## config.mk

```make
export PLATFORM = sky130hd
export DESIGN_NAME = uart_rx_flat
export DESIGN_NICKNAME = d
export VERILOG_FILES = /design/src/rtl/uart_rx_if.sv /design/src/rtl/uart_rx.sv /design/src/flat_wrapper.sv
export SDC_FILE = /design/constraint.sdc
export NUM_CORES = 1
export LEC_CHECK = 0
export ABC_AREA = 1
export CAP_MARGIN = 5
export CORE_MARGIN = 8
export CORE_UTILIZATION = 50
export CTS_CLUSTER_SIZE = 25
export DETAILED_ROUTE_END_ITERATION = 10
export PLACE_DENSITY = 0.84
export SLEW_MARGIN = 25
export SYNTH_ARGS = -nofsm -noshare
export SYNTH_HDL_FRONTEND = slang
export SYNTH_SLANG_ARGS = --single-unit
```

## constraint.sdc

```tcl
create_clock -name clk -period 1.4 [get_ports clk]
set_input_delay 0.21 -clock clk [delete_from_list [all_inputs] [get_ports clk]]
set_output_delay 0.21 -clock clk [all_outputs]
set_load 0.02 [all_outputs]
```

## src/rtl/uart_rx_if.sv

```systemverilog
// Byte handshake between uart_rx and its consumer.
// The receiver drives data/valid; the consumer drives ready.
interface uart_rx_if;
  logic [7:0] data_o;
  logic       valid_o;
  logic       ready_i;

  modport master (
    output data_o,
    output valid_o,
    input  ready_i
  );

  modport slave (
    input  data_o,
    input  valid_o,
    output ready_i
  );
endinterface

```

## src/rtl/uart_rx.sv

```systemverilog
// 8N1 UART receiver with a single-entry output register.
// Framing errors and overruns are reported as one-cycle pulses.
module uart_rx #(
  parameter int CLK_FREQ  = 100_000_000,
  parameter int BAUD_RATE = 1_152_000
) (
  input  logic      clk,
  input  logic      rst_n,
  input  logic      rx_i,
  uart_rx_if.master bus,
  output logic      busy_o,
  output logic      frame_err_o,
  output logic      overrun_o
);

  localparam int CPB  = CLK_FREQ / BAUD_RATE;
  localparam int HALF = CPB / 2;
  localparam int CW   = $clog2(CPB + 1);

  localparam logic [CW-1:0] CNT_BIT  = CW'(CPB - 1);
  localparam logic [CW-1:0] CNT_HALF = CW'(HALF - 1);
  localparam logic [CW-1:0] CNT_ONE  = CW'(1);

  typedef enum logic [2:0] {
    IDLE,
    START,
    DATA,
    STOP,
    BREAK
  } state_e;

  state_e        state_q;
  logic [1:0]    sync_q;
  logic [CW-1:0] cnt_q;
  logic [2:0]    bit_idx_q;
  logic [7:0]    shreg_q;
  logic [7:0]    data_q;
  logic          valid_q;
  logic          frame_err_q;
  logic          overrun_q;
  logic          rx_s;
  logic          valid_d;

  assign rx_s = sync_q[1];

  // Holding state as seen by a byte completing this cycle.
  assign valid_d = valid_q & ~bus.ready_i;

  always_ff @(posedge clk or negedge rst_n) begin
    if (!rst_n) begin
      sync_q <= 2'b11;
    end else begin
      sync_q <= {sync_q[0], rx_i};
    end
  end

  always_ff @(posedge clk or negedge rst_n) begin
    if (!rst_n) begin
      state_q     <= IDLE;
      cnt_q       <= '0;
      bit_idx_q   <= '0;
      shreg_q     <= '0;
      data_q      <= '0;
      valid_q     <= 1'b0;
      frame_err_q <= 1'b0;
      overrun_q   <= 1'b0;
    end else begin
      frame_err_q <= 1'b0;
      overrun_q   <= 1'b0;
      if (valid_q && bus.ready_i) begin
        valid_q <= 1'b0;
      end
      unique case (state_q)
        IDLE: begin
          // The detect cycle is the first clock of the start bit.
          if (!rx_s) begin
            state_q <= START;
            cnt_q   <= CNT_ONE;
          end
        end
        START: begin
          if (cnt_q == CNT_HALF) begin
            cnt_q     <= '0;
            bit_idx_q <= '0;
            state_q   <= rx_s ? IDLE : DATA;
          end else begin
            cnt_q <= cnt_q + CNT_ONE;
          end
        end
        DATA: begin
          if (cnt_q == CNT_BIT) begin
            shreg_q   <= {rx_s, shreg_q[7:1]};
            cnt_q     <= '0;
            bit_idx_q <= bit_idx_q + 3'd1;
            if (bit_idx_q == 3'd7) begin
              state_q <= STOP;
            end
          end else begin
            cnt_q <= cnt_q + CNT_ONE;
          end
        end
        STOP: begin
          if (cnt_q == CNT_BIT) begin
            cnt_q <= '0;
            if (!rx_s) begin
              frame_err_q <= 1'b1;
              state_q     <= BREAK;
            end else if (valid_d) begin
              overrun_q <= 1'b1;
              state_q   <= IDLE;
            end else begin
              data_q  <= shreg_q;
              valid_q <= 1'b1;
              state_q <= IDLE;
            end
          end else begin
            cnt_q <= cnt_q + CNT_ONE;
          end
        end
        BREAK: begin
          if (rx_s) begin
            state_q <= IDLE;
          end
        end
        default: state_q <= IDLE;
      endcase
    end
  end

  assign bus.data_o  = data_q;
  assign bus.valid_o = valid_q;
  assign busy_o      = (state_q != IDLE);
  assign frame_err_o = frame_err_q;
  assign overrun_o   = overrun_q;

endmodule

```

## src/flat_wrapper.sv

```systemverilog
// flat-port wrapper written by rule: the top's interface ports become plain ports
module uart_rx_flat 
#(
  parameter int CLK_FREQ  = 100_000_000,
  parameter int BAUD_RATE = 1_152_000
)
  (clk, rst_n, rx_i, busy_o, frame_err_o, overrun_o, bus_data_o, bus_valid_o, bus_ready_i);
  uart_rx_if bus_i ();
  input  logic clk;
  input  logic rst_n;
  input  logic rx_i;
  output logic busy_o;
  output logic frame_err_o;
  output logic overrun_o;
  output wire logic [$bits(bus_i.data_o)-1:0] bus_data_o;
  output wire logic [$bits(bus_i.valid_o)-1:0] bus_valid_o;
  input wire logic [$bits(bus_i.ready_i)-1:0] bus_ready_i;
  assign bus_data_o = bus_i.data_o;
  assign bus_valid_o = bus_i.valid_o;
  assign bus_i.ready_i = bus_ready_i;
  uart_rx #(.CLK_FREQ(CLK_FREQ), .BAUD_RATE(BAUD_RATE)) u_core (.clk(clk), .rst_n(rst_n), .rx_i(rx_i), .bus(bus_i), .busy_o(busy_o), .frame_err_o(frame_err_o), .overrun_o(overrun_o));
endmodule
```

After elaboration in Yosys (flattened, before gate mapping):

Cells that the tools add are included.

* flip-flop bits (word level): 34
* latch bits: 0
* memory bits (writable): 0
* bits in read-only memories: 0
* input bits: 4
* output and inout bits: 12
* memories kept: 0

* add/subtract/negate cells: 2
* multipliers: 0
* divide/modulo/power cells: 0
* order comparisons: 0
* equality and inequality tests: 13
* shifts and indexed selects: 0
* muxes and demuxes: 28
* bitwise operators: 3
* reduce and logical (&&, ||, !) cells: 11

Operators by type and width (number)
* 2-to-1 mux 3 bit: 9
* 2-to-1 mux 7 bit: 3
* case mux 7 bit (3 select lines): 1
* case mux 3 bit (5 select lines): 1
* 2-to-1 mux 1 bit: 12
* != test 2 x 1 -> 1 bit, second input constant: 5
* adder 7 x 1 -> 7 bit, second input constant: 1
* equality test 7 x 6 -> 1 bit, second input constant: 1
* equality test 7 bit, second input constant: 1
* equality test 3 x 2 -> 1 bit, second input constant: 2
* equality test 3 bit, second input constant: 2
* case mux 3 bit (2 select lines): 1
* AND reduction 6 bit: 1
* nonzero test 3 bit: 2
* AND reduction 2 bit: 2
* AND reduction 4 bit: 1
* adder 3 x 1 -> 3 bit, second input constant: 1
* equality test 3 x 1 -> 1 bit, second input constant: 1
* logical NOT 3 bit: 1
* AND reduction 3 bit: 1
* 2-to-1 mux 2 bit: 1
* != test 2 bit, second input constant: 1
* NOT 1 bit: 2
* nonzero test 2 bit: 1
* other kinds (3): 3

Logic depth before layout (Yosys ltp):

Gate-level depths: netlist (run 1).

* depth in word-level cells: 6
* mapped depth: 11
* depth with buffers taken out: 11

Worst setup path before layout (run 1):

No wires, ideal clock.

* kind: register to register
* start: register u_core.cnt_q[1]
* end: register u_core.data_q[0] (netlist: u_core.bus.data_o[0])
* arrival time: 1.239 ns
* data required time: 1.279 ns
* path slack: 0.040 ns
* stages on the path, launching flop included: 9
* buffers on the path: 1
* period minus slack after synthesis: 1.360 ns
* path through: dfrtp_1 > inv_1 > ha_1 > nand3_1 > nor2_4 > nand3_2 > buf_6 > o21ai_1 > nand2_1

* longest elaborated chain between the ends: 2

RTL lines
* from (decl): line uart_rx.sv:34 `logic [CW-1:0] cnt_q;`
* from (signal assigned): line uart_rx.sv:87 `cnt_q <= cnt_q + CNT_ONE;`
* from (signal assigned): line uart_rx.sv:99 `cnt_q <= cnt_q + CNT_ONE;`
* from (signal assigned): line uart_rx.sv:117 `cnt_q <= cnt_q + CNT_ONE;`
* equality test 7 bit: line uart_rx.sv:103 `if (cnt_q == CNT_BIT) begin`
* AND reduction 4 bit (no line)
* to (signal assigned): line uart_rx.sv:112 `data_q <= shreg_q;`
* to (decl): line uart_rx.sv:37 `logic [7:0] data_q;`

Every way passes these cells.
A chain may end at the register's enable or synchronous reset.

Final worst setup path (run 1):

* start: register u_core.cnt_q[1]
* end: register u_core.shreg_q[5]

* longest elaborated chain between the ends: 2

RTL lines
* equality test 7 bit: line uart_rx.sv:91 `if (cnt_q == CNT_BIT) begin`
* AND reduction 2 bit (no line)
* to (signal assigned): line uart_rx.sv:92 `shreg_q <= {rx_s, shreg_q[7:1]};`
* to (decl): line uart_rx.sv:36 `logic [7:0] shreg_q;`

Every way passes these cells.

==> results.sh, run 1 <==
export IMPL_outcome="finished with violations"
export IMPL_violations_in_the_final_reports="negative setup slack"
export IMPL_layout_cells_most_common_list="nand2_1, dfrtp_1, buf_4"
export IMPL_avgSynthCellArea_sq_um=8.05
export IMPL_die_width_um=73.9
export IMPL_layout_area_overhead_vs_synth_pct=41.0
export IMPL_tightest_slew_ns=0.246
export IMPL_core_sq_mm=0.00328
export IMPL_root_buffer="clkbuf_4"
export IMPL_post_route_period_util=1.09
export IMPL_final_cell_count_no_fill=308
export IMPL_netlist_cell_type_count=20
export IMPL_clockBufferDepth=2
export IMPL_arrival_ns=1.76
export IMPL_antenna_cells=0
export IMPL_rsz_0062_raised_after_global_routing="true"
export IMPL_setup_worst_path_class="reg2reg"
export IMPL_placement_cell_area_sq_mm=0.00207
export IMPL_initial_core_util=0.510
export IMPL_fin_tns_setup_ns=-1.89
export IMPL_rows=21
export IMPL_worst_setup_path_end_kind="flip-flop"
export IMPL_layout_area_seq_sq_um=856
export IMPL_max_clock_freq_mhz=657
export IMPL_placed_cells_incl_taps=293
export IMPL_path_clk_slew_ns=0.13
export IMPL_total_leakage_power_nw=1.24
export IMPL_dr_total_vias=1608
export IMPL_final_net_count=270
export IMPL_multi_input_comb_area_sq_um=861
export IMPL_design_area_sq_mm=0.00236
export IMPL_finalSetupViolations=27
export IMPL_synth_warnings=0
export IMPL_drv_max_cap_violation_count=0
export IMPL_clock_buffer_count_from_cts=5
export IMPL_grt_antenna_before_repair=0
export IMPL_postSynthRegisterBits=34
export IMPL_layout_cells_sized_above_1=0.370
export IMPL_drv_slew=0
export IMPL_final_common_cell="nand2_1"
export IMPL_die_area_sq_mm=0.00546
export IMPL_vias_in_the_first_global_route=1586
export IMPL_first_iter_violations=152
export IMPL_crit_path_max_fanout=7
export IMPL_grt_first_pass_wirelength_um=6980
export IMPL_route_detailed_wl_per_inst_um=14.6
export IMPL_vias_per_cell=5.22
export IMPL_layout_filler_cells=222
export IMPL_place_gp_congestion=0.855
export IMPL_synth_net_count=217
export IMPL_final_critical_path_time_including_i_o_delays_and_setup_ns=1.52
export IMPL_drt_total_wl_um=4500
export IMPL_worstSetupStartpointType="flip-flop"
export IMPL_syn_inst=208
export IMPL_hold_path_class="in2async"
export IMPL_synth_area_sq_mm=0.00167
export IMPL_synthDominantCellAreaShare=0.478
export IMPL_max_vdd_ir_drop_mv=0.732
export IMPL_synth_yosys_seq_area_share=0.510
export IMPL_post_dp_hpwl_um=2720
export IMPL_first_pass_iters=4
export IMPL_finalClockSkew_ns=0.0296
export IMPL_die_h_um=73.9
export IMPL_portBuffers=15
export IMPL_cts_h_tree_lvls=2
export IMPL_netlist_top_cell_by_area="dfrtp_1"
export IMPL_layout_setup_ws_ns=-0.123
export IMPL_largest_net_degree_at_the_start_of_global_routing=35
export IMPL_detail_route_antenna_nets=0
export IMPL_report_power_total_mw=3.32
export IMPL_timing_max_slew_rel_slack=0.836
export IMPL_tritoncts="yes"
export IMPL_p_per_area_mw_per_mm2=1410
export IMPL_grt_overflow_total=0
export IMPL_synth_top_cells_by_area="dfrtp_1, nand2_1, inv_1"
export IMPL_groute_usage_overall=0.169
export IMPL_cp_required_ns=1.64
export IMPL_clk_insertion_delay_late_ns=0.36
export IMPL_timing_final_hold_violations=0
export IMPL_cts_sinks=34
export IMPL_top_level_ports=16
export IMPL_drc=0
[sequential cells by signal (all words and copies together), names as in the netlist]
name and flops:
u_core.bus.data_o 8, u_core.state_q 3, u_core.cnt_q 7, u_core.shreg_q 8
u_core.bit_idx_q 3, u_core.frame_err_o 1, u_core.sync_q 2, u_core.bus.valid_o 1
u_core.overrun_o 1
[kinds of logic (layout without fill, tap and decap cells)]
logic type	after synthesis	in the layout	synth area share
adder cells (fa/ha/maj)	5	5	0.0374
AO/OA/AOI/OAI	19	19	0.0590
AND/OR/NAND/NOR	118	118	0.304
XOR/XNOR	3	3	0.0157
flip-flops	34	34	0.510
buffers and inverters	29	83	0.0740
[per-stage QoR]
stage / utilization / hold slack (ns) / setup WS [ns]
2_1_floorplan: - / -0.0856 / 0.0400
3_3_place_gp: 0.629 / 0.347 / -0.0532
3_5_place_dp: 0.629 / 0.348 / -0.136
4_1_cts: 0.676 / 0.206 / -0.101
5_1_grt: 0.719 / 0.215 / -0.179
6_report: 0.719 / 0.197 / -0.123
[area by class of cell]
class,instances,share of cell area
clock inverter,2,0.00530
tap,46,0.0244
clock buffer,6,0.0217
multi-input combinational,145,0.365
sequential,34,0.362
timing repair buffer,47,0.174
inverter,27,0.0450
timing repair inverter,1,0.00212
[routing by layer]
| layer | vias to the layer above | global-route usage | share of wire |
|---|---|---|---|
| met3 | 20 | 0.0368 | 0.059 |
| li1 | 753 | - | - |
| met4 | 0 | 0.113 | 0.038 |
| met1 | 771 | 0.175 | 0.38 |
| met5 | - | 0 | 0 |
| met2 | 64 | 0.297 | 0.52 |
[worst max-delay path, cell delays in order, from the launching register on]
cell	delay, ns
dfrtp_1	0.42
inv_2	0.08
ha_4	0.15
nand3_4	0.08
nor2_4	0.17
buf_4	0.15
nand2_4	0.08
buf_6	0.15
nand2_1	0.07
o21ai_1	0.07
[repair_timing]
item                                    in CTS  in global routing
hold buffers                                 0                  0
pin swaps                                    5                 22
gates resized for setup                     39                 36
endpoints found under the setup margin      39                 32
cloned                                       0                  1
buffers inserted                             4                  2
[path summary, 6_finish.rpt]
path                                  start           endpoint  slack, ns  depth (start not counted)
min reg2reg                u_core.sync_q[0]   u_core.sync_q[1]       0.36                          0
min in group clk                       rx_i   u_core.sync_q[0]       0.27                          1
max in group asynchronous             rst_n   u_core.sync_q[1]       0.93                          2
max reg2reg                 u_core.cnt_q[1]  u_core.shreg_q[5]      -0.12                          9
max                         u_core.cnt_q[1]  u_core.shreg_q[5]      -0.12                          9
min                                   rst_n    u_core.cnt_q[3]       0.20                          2
[where the power goes]
group	switching (mW)	leakage (nW)	internal (mW)
registers	0.0995	0.458	1.07
logic	0.900	0.748	0.664
clock network	0.349	0.0343	0.241
[synth_stat cells]
master     n
or2_0      1
nand3_1   12
nand3b_1   2
o21ai_1    8
dfstp_2    2
xor2_1     3
nand2_2    1
o21ai_0   10
nor2_4     2
inv_2      3
buf_6      2
o21ai_2    1
inv_1     24
ha_1       5
nor2_2     3
nor3_1     3
nor2_1    19
nand3_2    2
nand2_1   73
dfrtp_1   32
(Power assumes the default switching activity.)
==> run 2: changes to the inputs <==
- CORE_MARGIN: 8 -> not set
==> run 2 against run 1 <==
Via count shrank 2.7%. First-iteration DRC count is 43% lower. The flow still finishes with violations (negative setup slack). Die area decreased by 34%. Critical path type unchanged.
==> results.sh, run 2 (synthesized netlist as in run 1, its figures left out) <==
export IMPL_clockBufferDepth=2
export IMPL_clk_insertion_delay_late_ns=0.34
export IMPL_portBuffers=15
export IMPL_seqPwrFrac=0.334
export IMPL_cpMaxStageDelayCell="dfrtp_1"
export IMPL_finalClockSkew_ns=0.0247
export IMPL_initial_core_util=0.540
export IMPL_tightest_slew_ns=0.291
export IMPL_max_stage_delay_ns=0.42
export IMPL_swShare=0.385
export IMPL_layout_cells_most_common_list="nand2_1, dfrtp_1, buf_4"
export IMPL_rsz_0062_raised_after_global_routing="true"
export IMPL_drc=0
export IMPL_design_area_sq_mm=0.00239
export IMPL_max_clock_freq_mhz=669
export IMPL_detail_route_antenna_nets=0
export IMPL_first_pass_iters=4
export IMPL_met2_usage=0.376
export IMPL_gr_max_usage_layer="met2"
export IMPL_die_width_um=59.9
export IMPL_finalSetupViolations=24
export IMPL_cts_sinks=34
export IMPL_place_gp_congestion=0.892
export IMPL_drv_max_cap_violation_count=0
export IMPL_die_area_sq_mm=0.00358
export IMPL_cts_hold_fix_buffers=0
export IMPL_layout_cells_sized_above_1=0.367
export IMPL_setup_worst_path_class="reg2reg"
export IMPL_final_net_count=268
export IMPL_violations_in_the_final_reports="negative setup slack"
export IMPL_hold_path_class="in2async"
export IMPL_worst_setup_path_end_kind="flip-flop"
export IMPL_route_detailed_wl_per_inst_um=14.0
export IMPL_cp_cell_sequence="inv_2 -> ha_4 -> nand3_4 -> nor2_4 -> nand3_4 -> buf_12 -> o21ai_2 -> nand2_1"
export IMPL_die_h_um=59.9
export IMPL_fin_tns_setup_ns=-1.27
export IMPL_layout_setup_ws_ns=-0.0954
export IMPL_clock_buffer_count_from_cts=5
export IMPL_vias_in_the_first_global_route=1430
export IMPL_groute_usage_overall=0.228
export IMPL_grt_antenna_before_repair=0
export IMPL_dr_total_vias=1564
export IMPL_tritoncts="yes"
export IMPL_ff2ff_path_depth=8
export IMPL_crit_path_max_fanout=8
export IMPL_power_switching_mw=1.35
export IMPL_final_common_cell="nand2_1"
export IMPL_report_power_total_mw=3.51
export IMPL_global_route_usage_met1=0.293
export IMPL_grt_overflow_total=0
export IMPL_placement_cell_area_sq_mm=0.00206
export IMPL_vias_per_cell=5.16
export IMPL_rows=20
export IMPL_part_of_the_power_in_the_clock_network=0.210
export IMPL_worst_r2r_endpoint="u_core.bus.data_o[6]"
export IMPL_post_route_period_util=1.07
export IMPL_timing_final_hold_violations=0
export IMPL_grt_met3_usage=0.0541
export IMPL_core_sq_mm=0.00310
export IMPL_share_comb_of_total_power=0.455
export IMPL_arrival_ns=1.72
export IMPL_cp_required_ns=1.63
export IMPL_p_per_area_mw_per_mm2=1460
export IMPL_largest_net_degree_at_the_start_of_global_routing=35
export IMPL_worstPathBufferInverterCount=2
export IMPL_max_vdd_ir_drop_mv=1.29
export IMPL_timing_max_slew_rel_slack=0.806
export IMPL_layout_filler_cells=208
export IMPL_grt_first_pass_wirelength_um=5990
export IMPL_path_clk_slew_ns=0.12
export IMPL_post_dp_hpwl_um=2460
export IMPL_r2r_slack_ns=-0.1
export IMPL_drt_total_wl_um=4240
export IMPL_total_leakage_power_nw=1.24
export IMPL_cts_h_tree_lvls=2
export IMPL_top_level_ports=16
export IMPL_outcome="finished with violations"
export IMPL_finish_utilization=0.772
export IMPL_regToRegStartpoint="u_core.cnt_q[1]"
export IMPL_critical_path_most_common_cell="nand3_4"
export IMPL_cpLargestDelayFamily="simple AND/OR/NAND/NOR gates"
export IMPL_drv_slew=0
export IMPL_worstSetupStartpointType="flip-flop"
export IMPL_first_iter_violations=87
export IMPL_antenna_cells=0
export IMPL_internal_power_mw=2.15
export IMPL_root_buffer="clkbuf_4"
export IMPL_final_critical_path_time_including_i_o_delays_and_setup_ns=1.50
export IMPL_layout_area_overhead_vs_synth_pct=43.0
## run 2: repair_timing
| item | in CTS | in global routing |
|---|---|---|
| endpoints found under the setup margin | 40 | 32 |
| buffers inserted | 3 | 2 |
| pin swaps | 8 | 24 |
| gates resized for setup | 27 | 51 |
## run 2: through the flow
| stage | setup slack [ns] | cells | hold WS [ns] |
|---|---|---|---|
| 2_1_floorplan | 0.0400 | 208 | -0.0856 |
| 3_3_place_gp | -0.0974 | 291 | 0.347 |
| 3_5_place_dp | -0.159 | 291 | 0.353 |
| 4_1_cts | -0.0887 | 301 | 0.235 |
| 5_1_grt | -0.176 | 303 | 0.233 |
| 6_report | -0.0954 | 303 | 0.212 |
## run 2: per-layer routing
| metal | wire (um) | vias to the layer above |
|---|---|---|
| met1 | 1740 | 766 |
| met2 | 2310 | 35 |
| met3 | 109 | 10 |
| li1 | - | 753 |
| met5 | 0 | - |
| met4 | 85 | 0 |
## run 2: layout make-up
| type | count | area (sq um) | share of cell area |
|---|---|---|---|
| repair buffers | 46 | 412 | 0.172 |
| well taps | 44 | 55.1 | 0.0230 |
| clock inverters | 1 | 30.0 | 0.0125 |
| inverters | 27 | 101 | 0.0423 |
| clock buffers | 6 | 51.3 | 0.0214 |
| flip-flops and latches | 34 | 855 | 0.357 |
| multi-input cells | 145 | 891 | 0.372 |
## run 2: power groups by stage
| stage | combinational, mW | sequential (mW) | clock (mW) |
|---|---|---|---|
| 3_3_place_gp | 1.14 | 1.15 | 0 |
| 2_1_floorplan | 0.634 | 1.18 | 0 |
| 5_1_grt | 1.74 | 1.19 | 0.778 |
| 4_1_cts | 1.23 | 1.14 | 0.738 |
| 3_5_place_dp | 1.17 | 1.16 | 0 |
| 6_report | 1.60 | 1.17 | 0.738 |
## run 2: worst max path at each step
stage,startpoint,to,depth (start not counted)
6_report,u_core.cnt_q[1],u_core.bus.data_o[6],8
5_1_grt,u_core.cnt_q[1],u_core.bus.data_o[6],8
4_1_cts,u_core.cnt_q[1],u_core.bus.data_o[3],8
3_5_place_dp,u_core.cnt_q[1],u_core.bus.data_o[3],8
3_3_place_gp,u_core.cnt_q[1],u_core.bus.data_o[5],8
2_1_floorplan,u_core.cnt_q[1],u_core.bus.data_o[0],8
